File: config.mk
export PLATFORM = sky130hd
export DESIGN_NAME = scanner_source_sequencer
export DESIGN_NICKNAME = d
export VERILOG_FILES = /design/src/rtl/scanner_source_sequencer_pkg.sv /design/src/rtl/scanner_phase_timer.sv /design/src/rtl/scanner_source_sequencer.sv
export SDC_FILE = /design/constraint.sdc
export NUM_CORES = 1
export LEC_CHECK = 0
export CAP_MARGIN = 40
export CORE_MARGIN = 2
export CORE_UTILIZATION = 50
export DETAILED_ROUTE_END_ITERATION = 8
export PLACE_DENSITY = 0.87
export SLEW_MARGIN = 0
export SYNTH_ARGS = -nofsm -noshare
export SYNTH_HDL_FRONTEND = slang
export SYNTH_HIERARCHICAL = 1
export SYNTH_SLANG_ARGS = --single-unit
export TNS_END_PERCENT = 5
File: constraint.sdc
create_clock -name clk -period 3.3 [get_ports clk]
set_input_delay 0.825 -clock clk [delete_from_list [all_inputs] [get_ports clk]]
set_output_delay 0.825 -clock clk [all_outputs]
set_load 0.005 [all_outputs]
File: src/rtl/scanner_source_sequencer_pkg.sv
// Shared encodings and payload types for the scanner light-source sequencer.
package scanner_source_sequencer_pkg;

    localparam logic [2:0] SEQ_IDLE         = 3'd0;
    localparam logic [2:0] SEQ_WAIT_ENV     = 3'd1;
    localparam logic [2:0] SEQ_SRC_ON_WAIT  = 3'd2;
    localparam logic [2:0] SEQ_STABILIZE    = 3'd3;
    localparam logic [2:0] SEQ_READY        = 3'd4;
    localparam logic [2:0] SEQ_SRC_OFF_WAIT = 3'd5;
    localparam logic [2:0] SEQ_ERROR        = 3'd6;

    typedef enum logic [2:0] {
        ST_IDLE         = SEQ_IDLE,
        ST_WAIT_ENV     = SEQ_WAIT_ENV,
        ST_SRC_ON_WAIT  = SEQ_SRC_ON_WAIT,
        ST_STABILIZE    = SEQ_STABILIZE,
        ST_READY        = SEQ_READY,
        ST_SRC_OFF_WAIT = SEQ_SRC_OFF_WAIT,
        ST_ERROR        = SEQ_ERROR
    } seq_state_e;

    typedef struct packed {
        logic env_timeout;
        logic on_timeout;
        logic off_timeout;
        logic source_lost;
    } err_flags_t;

endpackage

File: src/rtl/scanner_phase_timer.sv
// Per-state phase counter; terminal flags the last permitted cycle of a phase.
module scanner_phase_timer #(
    parameter int unsigned CNT_W = 8
) (
    input  logic             clk,
    input  logic             reset,
    input  logic             clear,
    input  logic [CNT_W:0]   limit,
    output logic             terminal
);

    logic [CNT_W-1:0] cnt;

    always_ff @(posedge clk or posedge reset) begin
        if (reset)      cnt <= '0;
        else if (clear) cnt <= '0;
        else            cnt <= cnt + CNT_W'(1);
    end

    // limit is one bit wider so a limit of 2^CNT_W is representable
    assign terminal = ({1'b0, cnt} == (limit - (CNT_W + 1)'(1)));

endmodule

File: src/rtl/scanner_source_sequencer.sv
// Initiator side of the light-source handshake: env check, source on, stabilise, ready, release.
module scanner_source_sequencer
    import scanner_source_sequencer_pkg::*;
#(
    parameter int unsigned ENV_TIMEOUT   = 32,
    parameter int unsigned ON_TIMEOUT    = 4,
    parameter int unsigned STABLE_CYCLES = 3,
    parameter int unsigned OFF_TIMEOUT   = 4,
    parameter int unsigned CNT_W         = 8
) (
    input  logic       clk,
    input  logic       reset,
    input  logic       scan_req,
    input  logic       scan_abort,
    input  logic       err_clear,
    input  logic       env_ok,
    input  logic       source_on,
    output logic       cmd_source_active,
    output logic       source_ready,
    output logic       busy,
    output logic       err_env_timeout,
    output logic       err_on_timeout,
    output logic       err_off_timeout,
    output logic       err_source_lost,
    output logic [2:0] state_o
);

    localparam int unsigned LIM_W = CNT_W + 1;

    seq_state_e       state_q, state_d;
    err_flags_t       flags_q, flags_d;
    logic             rel;
    logic             terminal;
    logic [LIM_W-1:0] limit;

    assign rel = !scan_req || scan_abort;

    always_comb begin
        limit = LIM_W'(1);
        case (state_q)
            ST_WAIT_ENV:     limit = LIM_W'(ENV_TIMEOUT);
            ST_SRC_ON_WAIT:  limit = LIM_W'(ON_TIMEOUT);
            ST_STABILIZE:    limit = LIM_W'(STABLE_CYCLES);
            ST_SRC_OFF_WAIT: limit = LIM_W'(OFF_TIMEOUT);
            default:         limit = LIM_W'(1);
        endcase
    end

    scanner_phase_timer #(.CNT_W(CNT_W)) u_phase_timer (
        .clk      (clk),
        .reset    (reset),
        .clear    (state_d != state_q),
        .limit    (limit),
        .terminal (terminal)
    );

    always_ff @(posedge clk or posedge reset) begin
        if (reset) begin
            state_q <= ST_IDLE;
            flags_q <= '0;
        end else begin
            state_q <= state_d;
            flags_q <= flags_d;
        end
    end

    // Next state and flag updates; within a state the first matching condition wins
    always_comb begin
        state_d = state_q;
        flags_d = flags_q;
        case (state_q)
            ST_IDLE: begin
                if (scan_req) state_d = ST_WAIT_ENV;
            end
            ST_WAIT_ENV: begin
                if (rel)           state_d = ST_IDLE;
                else if (env_ok)   state_d = ST_SRC_ON_WAIT;
                else if (terminal) begin
                    state_d             = ST_ERROR;
                    flags_d.env_timeout = 1'b1;
                end
            end
            ST_SRC_ON_WAIT: begin
                if (rel)            state_d = ST_SRC_OFF_WAIT;
                else if (source_on) state_d = ST_STABILIZE;
                else if (terminal) begin
                    state_d            = ST_ERROR;
                    flags_d.on_timeout = 1'b1;
                end
            end
            ST_STABILIZE: begin
                if (!source_on) begin
                    state_d             = ST_ERROR;
                    flags_d.source_lost = 1'b1;
                end
                else if (rel)      state_d = ST_SRC_OFF_WAIT;
                else if (terminal) state_d = ST_READY;
            end
            ST_READY: begin
                if (!source_on) begin
                    state_d             = ST_ERROR;
                    flags_d.source_lost = 1'b1;
                end
                else if (rel) state_d = ST_SRC_OFF_WAIT;
            end
            ST_SRC_OFF_WAIT: begin
                if (!source_on) state_d = ST_IDLE;
                else if (terminal) begin
                    state_d             = ST_ERROR;
                    flags_d.off_timeout = 1'b1;
                end
            end
            ST_ERROR: begin
                if (err_clear) begin
                    state_d = ST_IDLE;
                    flags_d = '0;
                end
            end
            default: state_d = ST_IDLE;
        endcase
    end

    // Outputs registered from the next state so they track state_q exactly
    always_ff @(posedge clk or posedge reset) begin
        if (reset) begin
            cmd_source_active <= 1'b0;
            source_ready      <= 1'b0;
            busy              <= 1'b0;
            state_o           <= SEQ_IDLE;
        end else begin
            cmd_source_active <= (state_d == ST_SRC_ON_WAIT) || (state_d == ST_STABILIZE) ||
                                 (state_d == ST_READY);
            source_ready      <= (state_d == ST_READY);
            busy              <= (state_d != ST_IDLE);
            state_o           <= state_d;
        end
    end

    assign err_env_timeout = flags_q.env_timeout;
    assign err_on_timeout  = flags_q.on_timeout;
    assign err_off_timeout = flags_q.off_timeout;
    assign err_source_lost = flags_q.source_lost;

endmodule
# Yosys cells after proc, flatten, opt, wreduce, memory -nomap -nowiden
# Cells that the tools add are included.
# word_totals
in_bits	7
out_inout_bits	10
ff_bits	18
elab_cells	76
# op_classes
muxes	28
n_eq_ne	21
reduce_logical	16
n_addsub	2
# op_table
cell	count
2-to-1 mux 3 bit	13
one-hot mux 3 bit (7 select lines)	1
!= test 2 bit, second input constant	10
one-hot mux 6 bit (3 select lines)	1
== test 3 x 2 -> 1 bit, second input constant	4
== test 3 bit, second input constant	4
AND reduction 5 bit	2
== test 8 x 9 -> 1 bit	1
adder 8 x 1 -> 8 bit, second input constant	1
2-to-1 mux 8 bit	1
one-hot mux 1 bit (2 select lines)	4
nonzero test 2 bit	4
2-to-1 mux 1 bit	7
subtractor 6 x 1 -> 7 bit, second input constant	1
2-to-1 mux 4 bit	1
AND reduction 4 bit	1
OR reduction 2 bit	2
== test 3 x 1 -> 1 bit, second input constant	1
zero test 3 bit	1
logical OR 1 bit	3
!= test 3 bit	1
AND reduction 3 bit	1
nonzero test 3 bit	1
zero test 1 bit	1

# Longest topological paths before layout
# Gate-level depths: netlist (run 1).
# depth
ltp_word	12
depth_mapped	18
mapped_depth_nobuf	15

# Cells and area by module
# The synthesis (run 1) kept the hierarchy.
# modules_own_cells
module	seq_area_each_um2	cells_per_inst	area_each_um2	n_inst
scanner_source_sequencer	250.2	91	758.2	1
scanner_phase_timer	200.2	78	649.4	1

# Worst setup path before layout (run 1)
# No wires, ideal clock.
# synth_timing
path_kind	register -> register
startpoint	register, netlist name state_o[2]
endpoint	register u_phase_timer.cnt[2]
required_ns	3.171
setup_ns	0.129
t_arrival_ns	3.170
synth_period_minus_slack_ns	3.298
stages_incl_launch_ff	19
n_path_buf	3
slack_ns	0.002
path_cell_list	dfrtp_1 -> buf_6 -> nand2b_1 -> nor2_1 -> nor2_1 -> inv_1 -> ha_1 -> or4b_4 -> xor2_1 -> nor2_1 -> mux2i_1 -> nor4_2 -> buf_2 -> nor2_1 -> nor3_1 -> o22ai_1 -> o221ai_2 -> clkbuf_1 -> nor2_1
# synth_lines
item	line	rtl
end signal: assignment	scanner_phase_timer.sv:17	else cnt <= cnt + CNT_W'(1);
end: declaration	scanner_phase_timer.sv:12	logic [CNT_W-1:0] cnt;

==> flow_summary.json, run 1 <==
{
  "p_per_area_nw_per_um2": 749,
  "via_per_inst": 5.43,
  "cts-root-buf": "clkbuf_4",
  "htree_levels": 1,
  "portBuffers": 16,
  "arrival_ns": 3.42,
  "insertion_delay_ns": 0.28,
  "max-cap-violations": 0,
  "drt-initial-drc-count": 47,
  "wl_per_cell_um": 13.8,
  "antenna_found_initial": 0,
  "synthSimpleGateAreaFrac_pct": 30.0,
  "finalNetCount": 225,
  "ios": 17,
  "syn_area_per_cell_um2": 8.33,
  "cts_buffer_depth": 2,
  "synth_xor_area_share_pct": 8.71,
  "path_max_fanout": 5,
  "synth_top_family_by_area": "simple AND/OR/NAND/NOR gates",
  "grt_pass1_wl_mm": 5.14,
  "synth_fa_ha_area_share_pct": 1.78,
  "final_layout_size_suffix_gt1_share_pct": 21.9,
  "most-common-layout-cells": "nor2_1 (24), conb_1 (20), dfrtp_1 (16), clkdlybuf4s50_1 (16)",
  "skew_ns": 0.000559,
  "drc_errors": 0,
  "synth_top_cell_by_area": "dfrtp_1",
  "synth_seq_cells": 18,
  "grt_start_max_net_pins": 17,
  "critical_path_class": "reg -> reg",
  "period_needed_ns": 3.24,
  "drtAntennaViolNets": 0,
  "required_ns": 3.48,
  "ys_seq_area_share_pct": 32.0,
  "cts_made_buffers": 3,
  "post-place-ws_ns": 0.0833,
  "synthCells": 169,
  "synthMuxAreaShare_pct": 1.42,
  "finalSetupViolations": 0,
  "layout_commonest_cell": "nor2_1",
  "die_w_um": 57.1,
  "routed_wl_mm": 3.41,
  "synthTopCellsByArea": "dfrtp_1 (32%), nor2_1 (7.5%), xnor2_1 (5.0%), a21oi_1 (4.6%), xor2_1 (3.7%)",
  "netlist_area_um2": 1410,
  "start_util_pct": 51.9,
  "synth_compound_area_share_pct": 19.5,
  "setup_tns_ns": 0,
  "grt_pass1_vias": 1203,
  "vias": 1335,
  "post-route-period-util_pct": 98.3,
  "clkSinkCount": 18,
  "die_area_um2": 3260,
  "status": "complete, no violations",
  "synth_warnings": 6,
  "drv_slew": 0,
  "diodes": 0,
  "syn_to_final_growth_pct": 31.0,
  "max_freq_mhz": 308,
  "coreArea_um2": 2710,
  "gr-total-overflow": 0,
  "dp_hpwl_mm": 2.36,
  "die_y_um": 57.1,
  "total_leakage_power_nw": 0.808,
  "worst_slack_ns": 0.0561,
  "end_kind": "flip-flop",
  "final_hold_viol_count": 0,
  "cts_hold_buffers": 0,
  "n_fill_cell": 214,
  "clkTransAtPathRegs_ns": 0.10,
  "gp_congestion": 0.856,
  "ys_types": 51,
  "std_cell_rows": 19,
  "hold_class": "reg -> reg",
  "crit_path_start_kind": "flip-flop",
  "dr.pass1.iters": 4,
  "synth_top_area_share_pct": 32.0,
  "ir_worst_vdd_mv": 0.654,
  "grt_usage_pct": 19.7,
  "cts_tree": "done"
}
worst max-delay path, cell delays in order (launching register included):
cell,delay (ns)
dfrtp_1,0.41
nand2b_4,0.16
nor2_2,0.16
nor2_4,0.07
inv_1,0.06
ha_1,0.15
or4b_4,0.51
xor2_1,0.19
nor2_1,0.12
mux2i_1,0.10
nor4_2,0.23
buf_4,0.21
nand2_1,0.07
o2bb2ai_1,0.14
a211oi_2,0.22
o211ai_2,0.11
or2_1,0.23
synth_stat cells (all sizes together):
| cell | instances |
|---|---|
| nor2 | 28 |
| dfrtp | 18 |
| a21oi | 13 |
| nand2 | 11 |
| inv | 10 |
| nand3 | 8 |
| xnor2 | 8 |
| buf | 6 |
| nand2b | 6 |
| xor2 | 6 |
| nor2b | 5 |
| nor3 | 5 |
| a31oi | 3 |
| and3 | 3 |
| o21ai | 3 |
| o22ai | 3 |
| or2 | 3 |
| clkbuf | 2 |
| ha | 2 |
| mux2i | 2 |
| nor4 | 2 |
| o211ai | 2 |
| a2111oi | 1 |
| a211oi | 1 |
| a21o | 1 |
| a2bb2oi | 1 |
| a311o | 1 |
| a311oi | 1 |
| a32oi | 1 |
| and2 | 1 |
| and2b | 1 |
| conb | 1 |
| nand3b | 1 |
| nand4 | 1 |
| nor4b | 1 |
| o2111ai | 1 |
| o21bai | 1 |
| o221ai | 1 |
| o2bb2ai | 1 |
| o31ai | 1 |
| or2b | 1 |
| or4b | 1 |
timing repair:
item	in CTS	in global routing
buffers inserted	0	5
gates resized for setup	0	18
setup endpoints to repair	0	11
final timing paths:
check                                                start                             end  slack, ns  depth (start not counted)
min in group asynchronous                            reset  u_phase_timer/cnt[0]$_DFF_PP0_       0.79                          2
max in group asynchronous                            reset            state_o[0]$_DFF_PP0_       2.19                          2
worst max-delay path                  state_o[2]$_DFF_PP0_                  busy$_DFF_PP0_       0.06                         16
worst min-delay path            err_on_timeout$_DFFE_PP0P_      err_on_timeout$_DFFE_PP0P_       0.48                          2
worst min register to register  err_on_timeout$_DFFE_PP0P_      err_on_timeout$_DFFE_PP0P_       0.48                          2
worst max register to register        state_o[2]$_DFF_PP0_                  busy$_DFF_PP0_       0.06                         16
through the flow:
| stage | hold slack [ns] | cells | total power [mW] | area, um2 | util, % |
|---|---|---|---|---|---|
| 3_5_place_dp | 0.461 | 236 | 1.11 | 1690 | 62.5 |
| 3_3_place_gp | 0.458 | 236 | 1.09 | 1690 | 62.5 |
| 6_report | 0.481 | 246 | 1.38 | 1840 | 68.1 |
| 4_1_cts | 0.482 | 240 | 1.24 | 1730 | 63.8 |
| 5_1_grt | 0.508 | 246 | 1.48 | 1840 | 68.1 |
| 2_1_floorplan | 0.461 | 188 | 0.886 | 1480 | - |
kinds of logic after synthesis:
kind of cell               count (synthesis)
and+or+nand+nor                           78
AOI/OAI and AO/OA                         36
DFF                                       18
buffers and inverters                     18
xor gates and xnor gates                  14
adders and majority gates                  2
muxes                                      2
other                                      1
routing by layer:
layer / track usage, % / part of all wire (%) / up-vias
li1: - / - / 660
met1: 27.1 / 44 / 631
met2: 33.5 / 51 / 40
met3: 0 / 3.7 / 4
met4: 7.97 / 1.2 / 0
met5: 0 / 0 / -
power breakdown:
part | internal [mW] | switching (mW)
clock | 0.0672 | 0.0639
combinational | 0.441 | 0.493
sequential | 0.271 | 0.0470
total | 0.778 | 0.604
cell type report:
class	instances	area, um2	share of cell area, %
inverter	10	37.5	2.04
sequential	18	453	24.6
multi-input combinational	152	1000	54.5
tap	31	38.8	2.10
timing repair buffer	31	274	14.9
clock buffer	4	36.3	1.97
registers in the layout, indices dropped and copies added, names as in the netlist:
register,count
err_off_timeout,1
err_source_lost,1
state_o,3
source_ready,1
err_env_timeout,1
u_phase_timer/cnt,8
cmd_source_active,1
err_on_timeout,1
busy,1
No activity file was read; power rests on OpenSTA's default activity.
==> run 2: changes to the inputs <==
CELL_PAD_IN_SITES_DETAIL_PLACEMENT = 1   (was not set)
CELL_PAD_IN_SITES_GLOBAL_PLACEMENT = 1   (was not set)
CORE_UTILIZATION = 37   (was 50)
PLACE_DENSITY = 0.86   (was 0.87)
==> flow_summary.json, run 2 (synthesis gave the netlist of run 1 again) <==
{
  "violations": "negative setup slack",
  "drtAntennaViolNets": 0,
  "insertion_delay_ns": 0.26,
  "skew_ns": 0.00554,
  "final_core_util_pct": 54.5,
  "largest_register_ffs": 8,
  "antenna_found_initial": 0,
  "grt_start_max_net_pins": 19,
  "dp.cells": 254,
  "clkSinkCount": 18,
  "p_per_area_nw_per_um2": 802,
  "path_max_fanout": 8,
  "critical_path_class": "reg -> reg",
  "cts-root-buf": "clkbuf_8",
  "ios": 17,
  "cts_tree": "done",
  "period_needed_ns": 3.35,
  "grt_pass1_vias": 1364,
  "ir_worst_vdd_mv": 0.481,
  "end_kind": "flip-flop",
  "most-common-layout-cells": "nor2_1 (23), conb_1 (20), buf_4 (18), dfrtp_1 (16), clkdlybuf4s50_1 (16)",
  "std_cell_rows": 22,
  "n_fill_cell": 416,
  "placedInstanceArea_um2": 1720,
  "wl_per_cell_um": 18.0,
  "arrival_ns": 3.48,
  "rr_worst_depth": 14,
  "clkTransAtPathRegs_ns": 0.07,
  "cts_hold_buffers": 0,
  "routed_wl_mm": 4.84,
  "cp-startpoint": "state_o[1]$_DFF_PP0_",
  "grt_pass1_wl_mm": 6.61,
  "required_ns": 3.43,
  "reg2reg_slack_ns": -0.05,
  "setup_tns_ns": -0.210,
  "max-cap-violations": 0,
  "final_layout_size_suffix_gt1_share_pct": 25.8,
  "whs_ns": 0.482,
  "finalPower_mw": 1.60,
  "layout_commonest_cell": "nor2_1",
  "gr-total-overflow": 0,
  "syn_to_final_growth_pct": 41.9,
  "hold_class": "reg -> reg",
  "r2r-end": "u_phase_timer/cnt[5]$_DFF_PP0_",
  "drc_errors": 0,
  "worstSetupEndpoint": "u_phase_timer/cnt[5]$_DFF_PP0_",
  "final_hold_viol_count": 0,
  "portBuffers": 16,
  "status": "finished with violations",
  "cts_buffer_depth": 2,
  "crit_path_start_kind": "flip-flop",
  "drv_slew": 0,
  "cts_made_buffers": 3,
  "stdcell_area_um2": 2000,
  "diodes": 0,
  "reg2reg_from": "state_o[1]$_DFF_PP0_",
  "dp_hpwl_mm": 3.05,
  "largest-register": "u_phase_timer/cnt",
  "reg_top3": "u_phase_timer/cnt (8), state_o (3)",
  "drt-initial-drc-count": 63,
  "layout.cells.non_filler": 269,
  "total_leakage_power_nw": 0.863,
  "post-route-period-util_pct": 101,
  "finalNetCount": 231,
  "dr.pass1.iters": 4,
  "die_y_um": 65.7,
  "die_area_um2": 4310,
  "die_w_um": 65.7,
  "gp_congestion": 0.905,
  "coreArea_um2": 3660,
  "worst_slack_ns": -0.0482,
  "htree_levels": 1,
  "max_freq_mhz": 299,
  "post-place-ws_ns": 0.00621,
  "start_util_pct": 38.4,
  "via_per_inst": 5.31,
  "finalSetupViolations": 7,
  "grt_setup_unrepaired": "yes",
  "vias": 1429,
  "grt_usage_pct": 20.0
}
==> run 2: cell count changes in the layout (fill, tap and decap cells not counted), moves of 2 or more <==
cell / change
clkbuf_8: +3
nor2_4: +2
buf_4: +5
buf_6: +2
clkbuf_4: -3
==> run 2: worst min path at each step <==
stage                                     start                     endpoint  slack (ns)  depth (start not counted)
CTS                 err_env_timeout$_DFFE_PP0P_  err_env_timeout$_DFFE_PP0P_        0.49                          1
detailed placement  err_env_timeout$_DFFE_PP0P_  err_env_timeout$_DFFE_PP0P_        0.47                          1
finish              err_env_timeout$_DFFE_PP0P_  err_env_timeout$_DFFE_PP0P_        0.48                          1
global placement     err_on_timeout$_DFFE_PP0P_   err_on_timeout$_DFFE_PP0P_        0.46                          2
global route        err_env_timeout$_DFFE_PP0P_  err_env_timeout$_DFFE_PP0P_        0.52                          1
floorplan            err_on_timeout$_DFFE_PP0P_   err_on_timeout$_DFFE_PP0P_        0.46                          2
==> run 2: worst max-delay path, stage by stage, from the launching register on <==
cell      delay (ns)
dfrtp_2         0.47
buf_6           0.16
nand2b_2        0.22
o22ai_2         0.17
buf_4           0.17
or2b_1          0.26
a31oi_1         0.22
nand3_1         0.14
nor4_2          0.30
buf_4           0.22
nor2_2          0.07
nor3_1          0.19
o22ai_1         0.18
o221ai_4        0.33
nor2_1          0.10
==> run 2: what timing repair did <==
item                                    4_1_cts  5_1_grt
endpoints found under the setup margin        3       12
resized for setup                             1       29
pin swaps                                     1       12
buffers inserted                              0       11
endpoints found under the hold margin         0        0
==> run 2: layout make-up <==
class / instances / area (um2) / area share (%)
Sequential cell: 18 / 453 / 22.7
Clock buffer: 4 / 55.1 / 2.76
Inverter: 10 / 37.5 / 1.88
Multi-Input combinational cell: 152 / 1060 / 53.2
Timing Repair Buffer: 37 / 329 / 16.5
Tap cell: 48 / 60.1 / 3.01
==> run 2: where the power goes <==
part	leakage, nW	internal (mW)	switching (mW)	total [mW]
sequential	0.232	0.271	0.0569	0.328
combinational	0.603	0.501	0.594	1.10
clock	0.0288	0.106	0.0719	0.178
==> run 2: routing by layer <==
layer	vias up	GRT usage (%)	wire [um]	share of wire (%)
met1	694	25.9	2080	43
met4	0	8.07	184	3.8
met5	-	0	0	0
li1	669	-	-	-
met3	18	2.57	137	2.8
met2	48	33.6	2430	50
==> run 3: changes to the inputs <==
SETUP_SLACK_MARGIN = 0.5   (was not set)
==> flow_summary.json, run 3 (synthesis gave the netlist of run 1 again) <==
{
  "cts_made_buffers": 3,
  "insertion_delay_ns": 0.25,
  "cp_slowest_cell": "or4b_4",
  "final_layout_size_suffix_gt1_share_pct": 20.3,
  "gp_congestion": 0.894,
  "skew_ns": 0.00663,
  "cts_tree": "done",
  "dr.pass1.iters": 4,
  "setup_tns_ns": 0,
  "reg_top3": "u_phase_timer/cnt (8), state_o (3)",
  "grt_pass1_vias": 1373,
  "wl_per_cell_um": 14.7,
  "final_core_util_pct": 50.3,
  "placedInstanceArea_um2": 1720,
  "reg2reg_from": "state_o[1]$_DFF_PP0_",
  "layout.cells.non_filler": 260,
  "diodes": 0,
  "total_leakage_power_nw": 0.793,
  "max_freq_mhz": 318,
  "crit_chain": "nand2b_4 -> nor2_2 -> nor2_2 -> inv_2 -> ha_4 -> or4b_4 -> o31ai_2 -> a31oi_1 -> nor2_1 -> nor4_2 -> buf_4 -> and3_1 -> nor3_4 -> o221ai_2 -> buf_4 -> nor2b_1",
  "grt_setup_unrepaired": "yes",
  "arrival_ns": 3.33,
  "routed_wl_mm": 3.83,
  "period_needed_ns": 3.15,
  "finalSetupViolations": 0,
  "gr-total-overflow": 0,
  "ir_worst_vdd_mv": 0.470,
  "dp_hpwl_mm": 2.88,
  "htree_levels": 1,
  "post-route-period-util_pct": 95.4,
  "drtAntennaViolNets": 0,
  "start_util_pct": 38.4,
  "die_w_um": 65.7,
  "portBuffers": 16,
  "coreArea_um2": 3660,
  "hp-start": "err_env_timeout$_DFFE_PP0P_",
  "cts-root-buf": "clkbuf_8",
  "status": "complete, no violations",
  "drc_errors": 0,
  "hold_class": "reg -> reg",
  "drv_slew": 0,
  "clkSinkCount": 18,
  "p_per_area_nw_per_um2": 754,
  "finalNetCount": 222,
  "max-cap-violations": 0,
  "cp-startpoint": "state_o[1]$_DFF_PP0_",
  "layout_commonest_cell": "nor2_1",
  "syn_to_final_growth_pct": 30.9,
  "dp.cells": 250,
  "required_ns": 3.48,
  "worst_slack_ns": 0.153,
  "grt_usage_pct": 19.2,
  "largest-register": "u_phase_timer/cnt",
  "antenna_found_initial": 0,
  "post-place-ws_ns": 0.0206,
  "clkTransAtPathRegs_ns": 0.07,
  "std_cell_rows": 22,
  "crit_path_start_kind": "flip-flop",
  "via_per_inst": 5.12,
  "final_hold_viol_count": 0,
  "end_kind": "flip-flop",
  "vias": 1330,
  "grt_pass1_wl_mm": 6.35,
  "most-common-layout-cells": "nor2_1 (25), conb_1 (20), dfrtp_1 (16), clkdlybuf4s50_1 (16), a21oi_1 (13)",
  "ios": 17,
  "cpPeakStageDelay_ns": 0.51,
  "stdcell_area_um2": 1840,
  "drt-initial-drc-count": 36,
  "die_area_um2": 4310,
  "cp_num_buf_inv": 3,
  "largest_register_ffs": 8,
  "cts_buffer_depth": 2,
  "path_max_fanout": 8,
  "critPathTopFamily": "simple AND/OR/NAND/NOR gates",
  "grt_start_max_net_pins": 16,
  "die_y_um": 65.7,
  "critical_path_class": "reg -> reg"
}
[run 3: changes by cell type in the layout (fill, tap and decap cells not counted), sizes merged]
cell  change
buf       -9
[run 3: final cells by class]
| cell class | count | area [um2] |
|---|---|---|
| clock buffer | 4 | 55.1 |
| multi-input combinational | 152 | 987 |
| fill | 448 | 1820 |
| inverter | 10 | 37.5 |
| timing repair buffer | 28 | 250 |
| tap | 48 | 60.1 |
| sequential | 18 | 453 |
[run 3: where the power goes]
group / total, mW / switching, mW / internal [mW]
sequential: 0.320 / 0.0487 / 0.271
combinational: 0.894 / 0.476 / 0.418
clock: 0.175 / 0.0694 / 0.106
total: 1.39 / 0.594 / 0.795
[run 3: path summary, 6_finish.rpt]
check	to	slack, ns	cells past startpoint
max	u_phase_timer/cnt[1]$_DFF_PP0_	0.15	16
min	err_env_timeout$_DFFE_PP0P_	0.48	1
max reg2reg	u_phase_timer/cnt[1]$_DFF_PP0_	0.15	16
min reg2reg	err_env_timeout$_DFFE_PP0P_	0.48	1
max in group asynchronous	state_o[1]$_DFF_PP0_	2.13	2
min in group asynchronous	u_phase_timer/cnt[7]$_DFF_PP0_	0.84	2
[run 3: metal layers]
layer  GRT usage, %  up-vias  wire, um
li1               -      649         -
met5              0        -         0
met4           7.81        0        62
met2           31.7       29      1870
met1           25.5      646      1740
met3           1.88        6       153
[run 3: timing repair]
item,CTS,global route
hold buffers,0,0
endpoints found under the setup margin,14,13
resized for setup,6,0
pin swaps,6,3
buffers inserted,4,2
[run 3: through the flow]
stage,hold slack [ns],power (mW)
after global placement,0.461,1.12
after floorplan,0.461,0.932
after CTS,0.489,1.38
after detailed placement,0.474,1.15
final,0.481,1.39
after global routing,0.535,1.50
[run 3: worst reg2reg max path, delay by kind of cell, from the launching register on]
kind / cells / cell delay (ns)
buf+inv: 3 / 0.43
flops: 1 / 0.45
compound gates: 3 / 0.44
simple gates: 9 / 1.61
fa+ha+maj: 1 / 0.16
